**src/rtl/ahb3lite_pkg.sv**
```systemverilog
`default_nettype none
// ahb3lite_pkg: shared AHB3-Lite encodings plus CSR access-mode and error-FSM types.
// Rev 1.0
package ahb3lite_pkg;

  localparam logic [1:0] HTRANS_IDLE   = 2'b00;
  localparam logic [1:0] HTRANS_BUSY   = 2'b01;
  localparam logic [1:0] HTRANS_NONSEQ = 2'b10;
  localparam logic [1:0] HTRANS_SEQ    = 2'b11;

  localparam logic [2:0] HSIZE_BYTE = 3'd0;
  localparam logic [2:0] HSIZE_HALF = 3'd1;
  localparam logic [2:0] HSIZE_WORD = 3'd2;

  localparam logic [31:0] CSR_BADADDR = 32'hDEADBEEF;

  typedef enum logic [2:0] {
    CSR_RW  = 3'd0,
    CSR_RO  = 3'd1,
    CSR_WO  = 3'd2,
    CSR_W1C = 3'd3,
    CSR_W1S = 3'd4,
    CSR_RC  = 3'd5
  } csr_access_t;

  typedef enum logic [1:0] {
    ST_IDLE = 2'd0,
    ST_ERR1 = 2'd1,
    ST_ERR2 = 2'd2
  } csr_err_state_t;

  // RO and the reserved encodings 6/7 never take software writes.
  function automatic logic fixed_mode(input logic [2:0] mode);
    return (mode == CSR_RO) || (mode > CSR_RC);
  endfunction

  function automatic logic [31:0] be_to_mask(input logic [3:0] be);
    return {{8{be[3]}}, {8{be[2]}}, {8{be[1]}}, {8{be[0]}}};
  endfunction

endpackage
`default_nettype wire

```
**src/rtl/ahb3lite_csr2_reg.sv**
```systemverilog
`default_nettype none
// ahb3lite_csr2_reg: one CSR cell - mode decode, byte-masked update, HW set merge, REGOUT mux.
// Rev 1.0
module ahb3lite_csr2_reg
  import ahb3lite_pkg::*;
(
  input  logic        clk,
  input  logic        rst,
  input  logic [2:0]  access,
  input  logic [31:0] regin,
  input  logic [31:0] hwset,
  input  logic        wr_en,
  input  logic        rd_en,
  input  logic [31:0] wdata,
  input  logic [3:0]  be,
  output logic [31:0] store,
  output logic [31:0] regout
);

  logic [31:0] bmask;
  logic [31:0] wmask;
  logic [31:0] store_nxt;

  always_comb begin
    bmask     = be_to_mask(be);
    wmask     = wdata & bmask;
    store_nxt = store;
    if (wr_en) begin
      case (access)
        CSR_RW, CSR_WO: store_nxt = (store & ~bmask) | wmask;
        CSR_W1C:        store_nxt = store & ~wmask;
        CSR_W1S:        store_nxt = store | wmask;
        default:        store_nxt = store;
      endcase
    end
    if (rd_en && (access == CSR_RC)) store_nxt = 32'h0;
    // HW set is merged last so it wins over a same-cycle clear.
    if ((access == CSR_W1C) || (access == CSR_RC)) store_nxt = store_nxt | hwset;
  end

  always_ff @(posedge clk) begin
    if (rst) begin
      store  <= regin;
      regout <= regin;
    end else begin
      store  <= store_nxt;
      regout <= fixed_mode(access) ? regin : store_nxt;
    end
  end

endmodule
`default_nettype wire

```
**src/rtl/ahb3lite_csr2.sv**
```systemverilog
`default_nettype none
// ahb3lite_csr2: AHB3-Lite CSR slave, CNT registers with run-time access modes and strobes.
// Optional two-cycle ERROR response with macro AHB3LITE_CSR2_ERR_EN. Rev 1.0
module ahb3lite_csr2
  import ahb3lite_pkg::*;
#(
  parameter int CNT = 8
) (
  input  logic                  CLK,
  input  logic                  RESET,
  input  logic                  HSEL,
  input  logic [31:0]           HADDR,
  input  logic [31:0]           HWDATA,
  input  logic                  HWRITE,
  input  logic [2:0]            HSIZE,
  input  logic [2:0]            HBURST,
  input  logic [3:0]            HPROT,
  input  logic [1:0]            HTRANS,
  input  logic                  HREADY,
  output logic [31:0]           HRDATA,
  output logic                  HREADYOUT,
  output logic                  HRESP,
  input  logic [CNT-1:0][2:0]   ACCESS,
  input  logic [CNT-1:0][31:0]  REGIN,
  input  logic [CNT-1:0][31:0]  HWSET,
  output logic [CNT-1:0][31:0]  REGOUT,
  output logic [CNT-1:0]        WSTB,
  output logic [CNT-1:0]        RSTB
);

  localparam int IDX_W = $clog2(CNT);

  logic [IDX_W-1:0]     a_idx;
  logic                 a_oob;
  logic                 a_acc;
  logic                 a_err;
  logic [3:0]           a_be;
  logic                 dp_valid;
  logic                 dp_write;
  logic                 dp_oob;
  logic [IDX_W-1:0]     dp_idx;
  logic [3:0]           dp_be;
  logic                 commit;
  logic [CNT-1:0]       wr_en;
  logic [CNT-1:0]       rd_en;
  logic [CNT-1:0]       wr_ok;
  logic [CNT-1:0][31:0] reg_store;
  csr_err_state_t       err_state;
  logic                 unused;

  assign unused = ^{HPROT, HBURST};
  assign a_idx  = HADDR[IDX_W+1:2];
  assign a_oob  = HADDR[31:2] >= 30'(CNT);
  assign a_acc  = HSEL && HREADY && (err_state != ST_ERR1) &&
                  ((HTRANS == HTRANS_NONSEQ) || (HTRANS == HTRANS_SEQ));

  always_comb begin
    case (HSIZE)
      HSIZE_BYTE: a_be = 4'h1 << HADDR[1:0];
      HSIZE_HALF: a_be = 4'h3 << {HADDR[1], 1'b0};
      default:    a_be = 4'hF;
    endcase
  end

`ifdef AHB3LITE_CSR2_ERR_EN
  assign a_err = a_oob || (HSIZE > HSIZE_WORD) || (HWRITE && fixed_mode(ACCESS[a_idx]));
`else
  assign a_err = 1'b0;
`endif

  // Erroring transfers never enter the data-phase latch, so they cannot commit.
  always_ff @(posedge CLK) begin
    if (RESET) begin
      dp_valid <= 1'b0;
      dp_write <= 1'b0;
      dp_oob   <= 1'b0;
      dp_idx   <= '0;
      dp_be    <= '0;
    end else if (HREADY) begin
      dp_valid <= a_acc && !a_err;
      dp_write <= HWRITE;
      dp_oob   <= a_oob;
      dp_idx   <= a_idx;
      dp_be    <= a_be;
    end
  end

  assign commit = dp_valid && HREADY && !dp_oob;

  always_ff @(posedge CLK) begin
    if (RESET) begin
      err_state <= ST_IDLE;
      HREADYOUT <= 1'b1;
      HRESP     <= 1'b0;
    end else begin
      case (err_state)
        ST_ERR1: begin
          err_state <= ST_ERR2;
          HREADYOUT <= 1'b1;
          HRESP     <= 1'b1;
        end
        default: begin
          if (a_acc && a_err) begin
            err_state <= ST_ERR1;
            HREADYOUT <= 1'b0;
            HRESP     <= 1'b1;
          end else begin
            err_state <= ST_IDLE;
            HREADYOUT <= 1'b1;
            HRESP     <= 1'b0;
          end
        end
      endcase
    end
  end

  always_ff @(posedge CLK) begin
    if (RESET) begin
      WSTB <= '0;
      RSTB <= '0;
    end else begin
      WSTB <= wr_en & wr_ok;
      RSTB <= rd_en;
    end
  end

  always_comb begin
    HRDATA = 32'h0;
    if (dp_valid) begin
      if (dp_oob) begin
        HRDATA = CSR_BADADDR;
      end else begin
        case (ACCESS[dp_idx])
          CSR_RO:  HRDATA = REGIN[dp_idx];
          CSR_WO:  HRDATA = 32'h0;
          default: HRDATA = reg_store[dp_idx];
        endcase
      end
    end
  end

  for (genvar g = 0; g < CNT; g++) begin : g_reg
    assign wr_en[g] = commit && dp_write && (dp_idx == IDX_W'(g));
    assign rd_en[g] = commit && !dp_write && (dp_idx == IDX_W'(g));
    assign wr_ok[g] = !fixed_mode(ACCESS[g]);

    ahb3lite_csr2_reg u_reg (
      .clk    (CLK),
      .rst    (RESET),
      .access (ACCESS[g]),
      .regin  (REGIN[g]),
      .hwset  (HWSET[g]),
      .wr_en  (wr_en[g]),
      .rd_en  (rd_en[g]),
      .wdata  (HWDATA),
      .be     (dp_be),
      .store  (reg_store[g]),
      .regout (REGOUT[g])
    );
  end

endmodule
`default_nettype wire

```
**config.mk**
```make
export PLATFORM = sky130hd
export DESIGN_NAME = ahb3lite_csr2
export DESIGN_NICKNAME = d
export VERILOG_FILES = /design/src/rtl/ahb3lite_pkg.sv /design/src/rtl/ahb3lite_csr2_reg.sv /design/src/rtl/ahb3lite_csr2.sv
export SDC_FILE = /design/constraint.sdc
export NUM_CORES = 2
export LEC_CHECK = 0
export BUFFER_PORTS_ARGS = -buffer_cell sky130_fd_sc_hd__buf_4
export CAP_MARGIN = 20
export CORE_AREA = 2 2 359 361
export CTS_CLUSTER_SIZE = 28
export DETAILED_ROUTE_END_ITERATION = 8
export DIE_AREA = 0 0 361 363
export HOLD_SLACK_MARGIN = 0.15
export SYNTH_ARGS = -nofsm -noshare
export SYNTH_HDL_FRONTEND = slang
export SYNTH_HIERARCHICAL = 1
export SYNTH_SLANG_ARGS = --single-unit
```
**constraint.sdc**
```tcl
create_clock -name CLK -period 6.05 [get_ports CLK]
set_input_delay 0 -clock CLK [delete_from_list [all_inputs] [get_ports CLK]]
set_output_delay 0 -clock CLK [all_outputs]
set_load 0.02 [all_outputs]
```
==> results.md, run 1 <==
- Total CTS buffers: 72
- Dpl hpwl: 166,000 um
- Status: did not finish
- Post-synthesis instance area: 0.0318 mm^2
- Seq cells post-synth: 538
- Rows: 131
- H-tree depth: 3
- Setup repair bufs after CTS: 0
- Gates resized, CTS repair: 0
- Syn_nets: 4,317
- Sink Count: 538
- Hold-fix buffer count after cts: 1,219
- Starting Density: 25.0%
- Bufs on Longest Clock Path: 3
- Post-synthesis cell type count: 54
- Synth warn: 6
- Mean Syn Cell Area: 8.59 um^2
- Cells after Synth: 3,700
- Primary FF master, synth: dfxtp_1
- Final Wtd Congestion: 0.945
- Last stage: clock tree synthesis
- IO Port Bufs: 912
- Overall die width: 361 um
- I/O Pins: 923
- Synth top area share: 33.9%
- Synth top area cells: dfxtp_1 34%, a311oi_1 11%, mux4_2 9.1%, a31oi_1 6.3%, nand2_1 5.6%
- Cell taking the most area after synthesis: dfxtp_1
- Async set or reset register ratio after synthesis: 0%
- Die Height: 363 um
- Err: [ERROR RSZ-0060] Max buffer count reached.
- Root Driver: clkbuf_16
- EDFF count, synth: 0
- Sequential area share after synthesis: 33.9%
stage by stage:
stage,setup WS (ns),std cells,instance area (um^2),hold WS (ns),util (%)
2_1_floorplan,3.47,3700,31800,0.115,-
3_3_place_gp,2.48,5959,39400,0.269,31.0
3_5_place_dp,2.41,5959,39400,0.278,31.0
Yosys cell counts, types with 2 or more instances:
library cell / instances
or3b_1: 8
a2111oi_0: 8
mux2_2: 5
inv_1: 8
o22a_1: 2
o21a_1: 33
and2_2: 8
mux2i_1: 69
a221oi_1: 192
nor2_1: 460
a32oi_1: 64
nand4_1: 10
buf_2: 83
xor2_2: 8
mux4_2: 129
buf_6: 26
nand2_1: 473
clkbuf_1: 182
buf_4: 12
conb_1: 2
nand3_1: 3
a31oi_1: 320
o221ai_2: 20
o22ai_1: 130
o32ai_1: 8
nand3b_1: 8
a21oi_1: 250
o221ai_1: 4
and3_1: 105
a211oi_1: 3
a311oi_1: 384
nor4_1: 6
nor3b_1: 9
nor2b_1: 28
buf_1: 62
and2_1: 8
dfxtp_1: 538
nand2b_1: 15
nor3_1: 2
cell families after synthesis:
family / synth area share [%]
buffers and inverters: 5.49
other: 0.0236
AO/OA/AOI/OAI: 33.1
XOR/XNOR: 0.409
AND/OR/NAND/NOR: 15.5
flip-flops: 33.9
multiplexers: 11.6
==> inputs of run 2 (changes only) <==
--- a/config.mk
+++ b/config.mk
@@ -7,11 +7,10 @@
 export LEC_CHECK = 0
 export BUFFER_PORTS_ARGS = -buffer_cell sky130_fd_sc_hd__buf_4
 export CAP_MARGIN = 20
-export CORE_AREA = 2 2 359 361
-export CTS_CLUSTER_SIZE = 28
+export CORE_AREA = 2 2 358 360
 export DETAILED_ROUTE_END_ITERATION = 8
-export DIE_AREA = 0 0 361 363
-export HOLD_SLACK_MARGIN = 0.15
+export DIE_AREA = 0 0 360 362
+export PLACE_DENSITY_LB_ADDON = 0.15
 export SYNTH_ARGS = -nofsm -noshare
 export SYNTH_HDL_FRONTEND = slang
 export SYNTH_HIERARCHICAL = 1
==> run 2 against run 1 <==
Compared with the run above: the run now ends clean; synthesized cell count is the same; synthesized area is the same.
==> results.md, run 2 <==
- DRC: 0
- Die Height: 362 um
- Synth warn: 6
- Critical Path Stages: 6
- CP Buf/Inv Count: 1
- Starting Density: 25.1%
- Final min period: 4.74 ns
- Overall die width: 360 um
- Type of the worst min-delay path: in -> reg
- Tcrit/Tclk final: 78.4%
- Synth top area cells: dfxtp_1 34%, a311oi_1 11%, mux4_2 9.1%, a31oi_1 6.3%, nand2_1 5.6%
- Vias: 41,400
- Cell taking the most area after synthesis: dfxtp_1
- Largest regs: g.u_reg/regout x256, g.u_reg/store x256
- First-pass GRT wire length: 300,000 um
- Crit-path max cell delay: 0.94 ns
- WL final: 217,000 um
- Most common library cells after synthesis: 538 x dfxtp_1, 473 x nand2_1, 460 x nor2_1, 384 x a311oi_1, 320 x a31oi_1
- Total CTS buffers: 74
- Dpl hpwl: 160,000 um
- Routed WL per cell: 30.8 um
- Fmax: 0.211 GHz
- Core area: 0.127 mm^2
- DRT Pass-1 Iters: 8
- Rows: 131
- P&R area growth vs syn: 61.2%
- FILL cells: 12,900
- Crit-path leading delay family: compound AO/OA/AOI/OAI gates
- Die ar.: 0.130 mm^2
- Crit Path Category: reg -> out
- Post-synthesis cell type count: 54
- Peak supply drop: 0.000191 V
- CP startpoint: dp_idx[1]$_SDFFE_PP0P_
- RSZ-0062 raised after global routing: false
- Fin. max-slew vios: 0
- Sequential area share after synthesis: 33.9%
- Gates resized, CTS repair: 0
- Most frequent cells in the layout: 961 x buf_4, 930 x dlygate4sd3_1, 532 x dfxtp_1
- Worst R2R End: g_reg[0].u_reg/regout[25]$_DFF_P_
- Status: finished clean
- Crit-path cells: nand2_1, o22a_1, a21oi_1, nand3_2, o221ai_1, buf_4
- Cells after Synth: 3,700
- Sink Count: 538
- Detailed Route Iter0 Violations: 4,359
- Synth top area share: 33.9%
- Area of the multi-input gates: 0.0193 mm^2
- Mean Syn Cell Area: 8.59 um^2
- CTS clock-pin slew for the worst setup and hold paths: 0.06 ns
- Post-layout util: 40.4%
- Worst Path Required: 6.05 ns
- Final Wtd Congestion: 0.920
- Sequential cell area: 0.0108 mm^2
- FF-to-FF Start: dp_valid$_SDFFE_PP0P_
- IO Port Bufs: 912
- Syn_nets: 4,317
- I/O Pins: 923
- Max Cap Viol: 0
- Count leader, synth: dfxtp_1
- Clock latency on the worst-skew pair: 0.66 ns
- Async set or reset register ratio after synthesis: 0%
- Fin nets: 5,921
- Drt via density: 5.89
- Detail Route Antenna Nets: 0
- Hold-fix buffer count after cts: 930
- Overall routing resource usage: 31.8%
- CTS tree: done
- Hold Fails Final Rpt: 0
- CP arrival: 4.74 ns
- Share of cells above drive strength 1: 23.9%
- R2r worst-path depth: 11
- Critical path endpoint category: output port
- Final number of setup-violating endpoints: 0
- Power per cell area: 241 mW/mm^2
- Setup total negative slack: 0 ns
- H-tree depth: 3
- Bufs on Longest Clock Path: 3
- Leading cell type in the layout, fill and taps excluded: buf_4
- Primary FF master, synth: dfxtp_1
- Worst setup endpoint: HRDATA[0]
- Leak: 20.7 nW
- Total grt overflow: 0
- Seq cells post-synth: 538
- Least-Margin Pin Slew: 1.10 ns
- Setup repair bufs after CTS: 0
- Initial antenna violation count: 28
- CP startpoint kind: flop
- Clock Skew: 0.0287 ns
- CP max stage cell: o221ai_1
- EDFF count, synth: 0
- Root Driver: clkbuf_16
- Max Fanout on Critical Path: 38
- Worst slew margin: 27.0%
- Reg2reg setup slack: 1.63 ns
- Pin count of the biggest net entering global routing: 66
- Post-synthesis instance area: 0.0318 mm^2
- Vias in the first global route: 40,300
==> run 2: final cells by class <==
cell class	instances	share of cell area, %
Inverter	8	0.0586
Tap cell	1662	4.06
Timing Repair Buffer	1893	32.3
Clock inverter	34	0.813
Sequential cell	538	21.1
Antenna cell	9	0.0440
Clock buffer	102	4.02
Multi-Input combinational cell	2789	37.6
==> run 2: worst min-delay path by stage <==
stage | startpoint | end | slack (ns) | cells after the start
final | HWDATA[16] | g_reg[4].u_reg/regout[16]$_DFF_P_ | 0.04 | 3
after global routing | HWDATA[23] | g_reg[0].u_reg/regout[23]$_DFF_P_ | 0.03 | 3
after CTS | HWDATA[23] | g_reg[0].u_reg/regout[23]$_DFF_P_ | 0.002 | 3
after detailed placement | HWRITE | dp_write$_SDFFE_PP0P_ | 0.25 | 3
after global placement | HWRITE | dp_write$_SDFFE_PP0P_ | 0.24 | 3
after floorplan | ACCESS[1] | WSTB[0]$_SDFF_PP0_ | 0.11 | 1
==> run 2: stage by stage <==
step	std cells	cell area, um^2	total power [mW]	hold slack [ns]	worst slack [ns]
6_report	7035	51200	12.3	0.0391	1.31
2_1_floorplan	3700	31800	5.60	0.115	3.47
4_1_cts	7025	51200	12.4	0.00154	1.19
3_3_place_gp	5958	39400	7.07	0.242	1.92
3_5_place_dp	5959	39400	7.07	0.251	1.93
5_1_grt	7029	51200	12.8	0.0262	1.04
==> run 2: kinds of logic (layout without fill, tap and decap cells) <==
group,after synthesis,in the layout,synth area share (%)
mux,205,205,11.6
xor+xnor,8,8,0.409
buf+inv,373,2037,5.49
flops,538,538,33.9
other cells,2,11,0.0236
simple gates,1149,1149,15.5
compound gates,1425,1425,33.1
==> run 2: power breakdown <==
group | switching (mW) | internal [mW] | leakage [nW]
clock network | 1.94 | 2.73 | 1.22
logic | 1.84 | 1.60 | 15.0
registers | 0.335 | 3.88 | 4.52
==> run 2: routing by layer <==
metal | GRT usage [%] | vias to the layer above | part of all wire [%] | routed length (um)
li1 | - | 18000 | - | -
met2 | 54.5 | 2371 | 48 | 104000
met5 | 0 | - | 0.10 | 218
met3 | 5.16 | 536 | 7.0 | 15100
met4 | 19.4 | 36 | 6.9 | 15000
met1 | 37.2 | 20500 | 38 | 82200
==> run 2: worst register-to-register path: cells and delay by family (launching register included) <==
family | cells | cell delay [ns]
buffers and inverters | 3 | 1.75
flip-flops | 1 | 0.48
AND/OR/NAND/NOR | 6 | 1.84
AO/OA/AOI/OAI | 2 | 0.27
(Power assumes the default switching activity.)
